**src/rtl/alarm_ring_ctrl.sv**
```systemverilog
// alarm_ring_ctrl: sequences the alarm tone enable through a beep cadence.
// On an alarm-time match the tone is gated on/off until the user stops it,
// snoozes it (a bounded number of times per alarm event) or the ring period
// expires. All outputs are registered decodes of the next state, so a
// triggering event in cycle N is visible on the outputs in cycle N+1.
//
// Handshake note: this block has no valid/ready interfaces. alarm_match,
// snooze_p and stop_p are single-cycle pulses, each sampled on the rising
// clock edge that ends the cycle in which it is high; there is no
// backpressure, and a pulse that arrives in a state that does not use it is
// dropped.
module alarm_ring_ctrl #(
    parameter int TICK_DIV   = 100000,
    parameter int BEEP_ON_T  = 250,
    parameter int BEEP_OFF_T = 250,
    parameter int RING_T     = 60000,
    parameter int SNOOZE_T   = 300000,
    parameter int MAX_SNOOZE = 3,
    localparam int SW        = $clog2(MAX_SNOOZE + 1)
) (
    input  logic          clk,
    input  logic          rst_n,
    input  logic          alarm_en,
    input  logic          alarm_match,
    input  logic          snooze_p,
    input  logic          stop_p,
    output logic          tone_en,
    output logic          ringing,
    output logic          snoozing,
    output logic [SW-1:0] snooze_left,
    output logic [1:0]    state_dbg
);

    // State encoding
    localparam logic [1:0] S_IDLE     = 2'd0;
    localparam logic [1:0] S_RING_ON  = 2'd1;
    localparam logic [1:0] S_RING_OFF = 2'd2;
    localparam logic [1:0] S_SNOOZE   = 2'd3;

    // Counter widths: each holds its largest terminal value (parameter-1).
    localparam int PH_MAX01 = (BEEP_ON_T > BEEP_OFF_T) ? BEEP_ON_T : BEEP_OFF_T;
    localparam int PH_MAX   = (PH_MAX01 > SNOOZE_T) ? PH_MAX01 : SNOOZE_T;
    localparam int PRE_W    = (TICK_DIV > 1) ? $clog2(TICK_DIV) : 1;
    localparam int PH_W     = (PH_MAX > 1) ? $clog2(PH_MAX) : 1;
    localparam int RING_W   = (RING_T > 1) ? $clog2(RING_T) : 1;

    // Terminal values for the terminal-compare counters
    localparam logic [PRE_W-1:0]  PRE_LAST  = PRE_W'(TICK_DIV - 1);
    localparam logic [PH_W-1:0]   ON_LAST   = PH_W'(BEEP_ON_T - 1);
    localparam logic [PH_W-1:0]   OFF_LAST  = PH_W'(BEEP_OFF_T - 1);
    localparam logic [PH_W-1:0]   SNZ_LAST  = PH_W'(SNOOZE_T - 1);
    localparam logic [RING_W-1:0] RING_LAST = RING_W'(RING_T - 1);
    localparam logic [SW-1:0]     SNZ_FULL  = SW'(MAX_SNOOZE);

    logic [1:0]        state_q;
    logic [1:0]        state_d;
    logic [PRE_W-1:0]  presc_q;
    logic [PH_W-1:0]   phase_q;
    logic [RING_W-1:0] ring_q;
    logic [SW-1:0]     snooze_left_q;

    logic tick;
    logic in_ring;
    logic state_change;
    logic snooze_take;
    logic ring_clr;

    assign tick         = (presc_q == PRE_LAST);
    assign in_ring      = (state_q == S_RING_ON) || (state_q == S_RING_OFF);
    assign state_change = (state_d != state_q);

    // ring_cnt restarts whenever a fresh ringing period begins: from IDLE
    // (new alarm) or from SNOOZE (resume). RING_OFF -> RING_ON keeps counting.
    assign ring_clr = (state_d == S_RING_ON) &&
                      ((state_q == S_IDLE) || (state_q == S_SNOOZE));

    // Next-state selection; the if/else order is the transition priority.
    always_comb begin
        state_d     = state_q;
        snooze_take = 1'b0;
        if (!alarm_en) begin
            state_d = S_IDLE;
        end else begin
            case (state_q)
                S_IDLE: begin
                    if (alarm_match) begin
                        state_d = S_RING_ON;
                    end
                end
                S_RING_ON, S_RING_OFF: begin
                    if (stop_p) begin
                        state_d = S_IDLE;
                    end else if (snooze_p && (snooze_left_q != '0)) begin
                        state_d     = S_SNOOZE;
                        snooze_take = 1'b1;
                    end else if (tick && (ring_q == RING_LAST)) begin
                        // Timeout wins over a coincident beep phase change.
                        state_d = S_IDLE;
                    end else if (tick && (state_q == S_RING_ON) && (phase_q == ON_LAST)) begin
                        state_d = S_RING_OFF;
                    end else if (tick && (state_q == S_RING_OFF) && (phase_q == OFF_LAST)) begin
                        state_d = S_RING_ON;
                    end
                end
                S_SNOOZE: begin
                    if (stop_p) begin
                        state_d = S_IDLE;
                    end else if (tick && (phase_q == SNZ_LAST)) begin
                        state_d = S_RING_ON;
                    end
                end
                default: begin
                    state_d = S_IDLE;
                end
            endcase
        end
    end

    // State register
    always_ff @(posedge clk or negedge rst_n) begin
        if (!rst_n) begin
            state_q <= S_IDLE;
        end else begin
            state_q <= state_d;
        end
    end

    // Timebase prescaler: restarts on every state change so each phase lasts
    // an exact multiple of TICK_DIV cycles; held at zero while idle.
    always_ff @(posedge clk or negedge rst_n) begin
        if (!rst_n) begin
            presc_q <= '0;
        end else if (state_change || (state_q == S_IDLE)) begin
            presc_q <= '0;
        end else if (tick) begin
            presc_q <= '0;
        end else begin
            presc_q <= presc_q + PRE_W'(1);
        end
    end

    // Phase counter: ticks spent in the current beep-on, beep-off or snooze phase.
    always_ff @(posedge clk or negedge rst_n) begin
        if (!rst_n) begin
            phase_q <= '0;
        end else if (state_change) begin
            phase_q <= '0;
        end else if (tick && (state_q != S_IDLE)) begin
            phase_q <= phase_q + PH_W'(1);
        end
    end

    // Ring counter: ticks since the ring started or resumed after a snooze.
    always_ff @(posedge clk or negedge rst_n) begin
        if (!rst_n) begin
            ring_q <= '0;
        end else if (ring_clr) begin
            ring_q <= '0;
        end else if (tick && in_ring && (state_d != S_IDLE)) begin
            ring_q <= ring_q + RING_W'(1);
        end
    end

    // Snooze budget: consumed by each accepted snooze, refilled on return to IDLE.
    always_ff @(posedge clk or negedge rst_n) begin
        if (!rst_n) begin
            snooze_left_q <= SNZ_FULL;
        end else if (state_d == S_IDLE) begin
            snooze_left_q <= SNZ_FULL;
        end else if (snooze_take) begin
            snooze_left_q <= snooze_left_q - SW'(1);
        end
    end

    // Registered output decode of the next state.
    always_ff @(posedge clk or negedge rst_n) begin
        if (!rst_n) begin
            tone_en  <= 1'b0;
            ringing  <= 1'b0;
            snoozing <= 1'b0;
        end else begin
            tone_en  <= (state_d == S_RING_ON);
            ringing  <= (state_d == S_RING_ON) || (state_d == S_RING_OFF);
            snoozing <= (state_d == S_SNOOZE);
        end
    end

    assign snooze_left = snooze_left_q;
    assign state_dbg   = state_q;

endmodule

```
**config.mk**
```make
export PLATFORM = sky130hd
export DESIGN_NAME = alarm_ring_ctrl
export DESIGN_NICKNAME = d
export VERILOG_FILES = /design/src/rtl/alarm_ring_ctrl.sv
export SDC_FILE = /design/constraint.sdc
export NUM_CORES = 1
export LEC_CHECK = 0
export BUFFER_PORTS_ARGS = -buffer_cell sky130_fd_sc_hd__buf_4
export CORE_MARGIN = 8
export CORE_UTILIZATION = 45
export CTS_BUF_LIST = sky130_fd_sc_hd__clkbuf_8 sky130_fd_sc_hd__clkbuf_16
export DETAILED_ROUTE_END_ITERATION = 8
export PLACE_DENSITY = 0.69
export SLEW_MARGIN = 20
export SYNTH_ARGS = -nofsm -noshare
export SYNTH_HDL_FRONTEND = slang
export SYNTH_SLANG_ARGS = --single-unit
```
**constraint.sdc**
```tcl
create_clock -name clk -period 10.9 [get_ports clk]
set_clock_uncertainty 0.2 [all_clocks]
set_input_delay 0.545 -clock clk [delete_from_list [all_inputs] [get_ports clk]]
set_output_delay 0.545 -clock clk [all_outputs]
set_load 0.03 [all_outputs]
```
==> impl_results.md <==
* Die height at 104 um
* Row cnt at 32
* Fin Setup TNS at 0 ns
* DR iter-0 viols at 130
* Yosys warning total at 0
* Syn Nets at 384
* Grt met1 use at 18.7%
* Number of diodes at 0
* Post-detail-place hpwl at 4.91 mm
* Final ANT Viol Nets at 0
* Number of global-route vias before repair at 2577
* Grt total ovfl at 0
* Slew @ Worst Pin at 1.03 ns
* Register area share after synthesis at 42.3%
* Clk sinks at 59
* CTS tree: built
* Max frequency at 0.242 GHz
* Initial antenna violation count at 0
* DIE AREA at 10800 um^2
* Buffers and inverters on the worst path at 0
* Mapped cell area at 3490 um^2
* Crit path capture type: register
* Worst setup path endpoint: ring_q[15]
* WP data arrival at 4.12 ns
* FF-to-FF path depth at 14
* I/O Buffers at 12
* Met2 Use GR at 20.8%
* Critical Path RT at 10.89 ns
* Worst r2r src: presc_q[0]
* Met3 usage at 3.53%
* Die X at 104 um
* Remaining design rule violation count at 0
* Avg Synthesized Cell Area at 9.55 um^2
* Io pins at 13
* Proportion of layout cells with a drive suffix above 1 at 13.7%
* Clock Latency Late Sink at 0.34 ns
* Hold Vio Cnt, Final at 0
* Slew margin rel. at 30.8%
* Reg2reg end: ring_q[15]
* Maxcap violations at 0
* Tot GR Track Use at 14.0%
* Worst VDD drop at 50.1 uV
* Vias per std cell at 5.45
* Fin crit share at 37.9%
* Final wirelength at 7.25 mm
* CP Max Fanout at 20
* FILL cells at 701
* Core ar. at 7610 um^2
* Starting Density at 45.9%
* Num CTS Buffers at 9
* GPL Wtd Cong at 0.808
* Period minus WS final at 4.13 ns
* Tot Pwr at 0.000493 W
* Cts-stage hold buffer count at 0
* First-pass GRT wire length at 12.5 mm
* CP delay by family, top: simple AND/OR/NAND/NOR gates
* # Post-CTS Setup Buffers at 0
* R2R Setup Slk at 6.77 ns
* GRT busiest layer: met2
* Vias after detailed routing at 2662
* Async set-or-reset flop fraction in the synthesized netlist at 100%
* Reg clk slew, reported paths at 0.07 ns
* Worst setup path start: presc_q[0]
* P_leak at 1.63 nW
* PD cells at 127 nW/um^2
* DR pass1 iterations at 5
* Worst min path class: input pin to asynchronous set/reset pin
* Max-slew violation count at 0
* Root Buffer Master: clkbuf_8
* RSZ-0062 raised after global routing: no
* WS Path Type: register to register
* Status: finished, final reports clean
* Pin count of the biggest net entering global routing at 60
* Unique masters post-synth at 51
* Main synth FF type: dfrtp_1
* Cells after synthesis at 366
* CTS max path bufs at 2
* CP max stage delay at 0.81 ns
* Yosys reg bits at 59
* Final setup fails at 0
* Wire per inst at 14.9 um
* PostCTS Resize Cnt at 0
* P&R area growth vs syn at 10.9%
* Slowest CP cell: and4_1
* Critical path launch point type: register
* H-Tree Level Count at 3
* # nets final at 399
* Post-synth EDFFs at 0
* Stages on worst setup path at 14
* CP Cell Sequence: ha_1, and4_1, and4_1, a21oi_1, a21o_1, o211ai_1, nand2_1, ha_1, nand2b_1, nor4_2, nand4_1, nor4_1, xnor2_1, nor2_1
==> cell type report <==
type | count | area (um^2) | share of cell area (%)
clock inverters | 4 | 47.5 | 1.23
well taps | 102 | 128 | 3.29
repair buffers | 13 | 97.6 | 2.52
clock buffers | 12 | 165 | 4.26
inverters | 11 | 41.3 | 1.07
flip-flops and latches | 59 | 1480 | 38.2
multi-input cells | 287 | 1920 | 49.5
==> how the worst min path moves through the flow <==
stage | startpoint | end | slack (ns)
floorplan | rst_n | phase_q[0] | 0.05
CTS | rst_n | presc_q[14] | 0.09
global placement | ring_q[0] | ring_q[0] | 0.28
finish | rst_n | presc_q[14] | 0.06
detailed placement | presc_q[0] | presc_q[0] | 0.30
global route | rst_n | presc_q[14] | 0.12
==> through the flow <==
step | cells | cell area (um^2) | utilization [%] | hold slack, ns | setup slack (ns)
2_1_floorplan | 366 | 3490 | - | 0.0494 | 7.48
3_3_place_gp | 472 | 3660 | 48.1 | 0.285 | 6.94
3_5_place_dp | 472 | 3660 | 48.1 | 0.302 | 6.75
4_1_cts | 488 | 3870 | 50.9 | 0.0859 | 6.74
5_1_grt | 488 | 3870 | 50.9 | 0.118 | 6.45
6_report | 488 | 3870 | 50.9 | 0.0636 | 6.77
==> layout by cell type (no fill, tap or decap), types with 10 or more instances in the layout <==
cell	n
and3_1	10
clkbuf_8	12
nor3_1	12
nor2_1	53
dfrtp_1	57
ha_1	12
xor2_1	26
inv_1	11
nand4_1	16
nand2_1	38
xnor2_1	22
nand3_1	20
buf_4	13
==> state kept, by name (all words and copies together), names as in the netlist <==
signal	count
presc_q	17
state_dbg	2
snooze_left	2
tone_en	1
ring_q	16
snoozing	1
ringing	1
phase_q	19
==> report_power, final <==
part	internal (W)	switching [W]	total (W)
Sequential	0.000222	0.00000330	0.000225
Clock	0.000123	0.0000858	0.000209
Combinational	0.0000165	0.0000418	0.0000584
==> Yosys cell counts (3+ instances only) <==
master	count	area [um^2]
xor2_1	26	228
or3_1	3	18.8
nor2_1	53	199
dfrtp_1	57	1430
ha_1	12	150
and3_1	10	62.6
and2_1	5	31.3
nor4_2	8	100
inv_1	11	41.3
nand2b_1	8	50.1
nand3_1	20	100
nand2_1	38	143
nor2b_1	3	18.8
o21ai_0	4	20.0
and4bb_2	3	37.5
xnor2_1	22	193
buf_6	3	33.8
nand4_1	16	100
nor3_1	12	60.1
clkbuf_1	5	18.8
nor4_1	6	37.5
==> layer usage <==
metal  vias to the layer above  wire length [um]
met5                         -                 0
met4                         0               145
met3                        12               359
met2                        62              3260
met1                      1285              3480
li1                       1303                 -
==> logic make-up (layout without fill, tap and decap cells) <==
| kind of cell | count (synthesis) | count (layout) | share of synthesized area, % |
|---|---|---|---|
| adder cells (fa/ha/maj) | 12 | 12 | 4.30 |
| AO/OA/AOI/OAI | 26 | 26 | 6.05 |
| AND/OR/NAND/NOR | 200 | 200 | 32.2 |
| XOR/XNOR | 48 | 48 | 12.0 |
| buffers and inverters | 20 | 40 | 2.83 |
| multiplexers | 1 | 1 | 0.286 |
| flip-flops | 59 | 59 | 42.3 |
(Power assumes the default switching activity.)
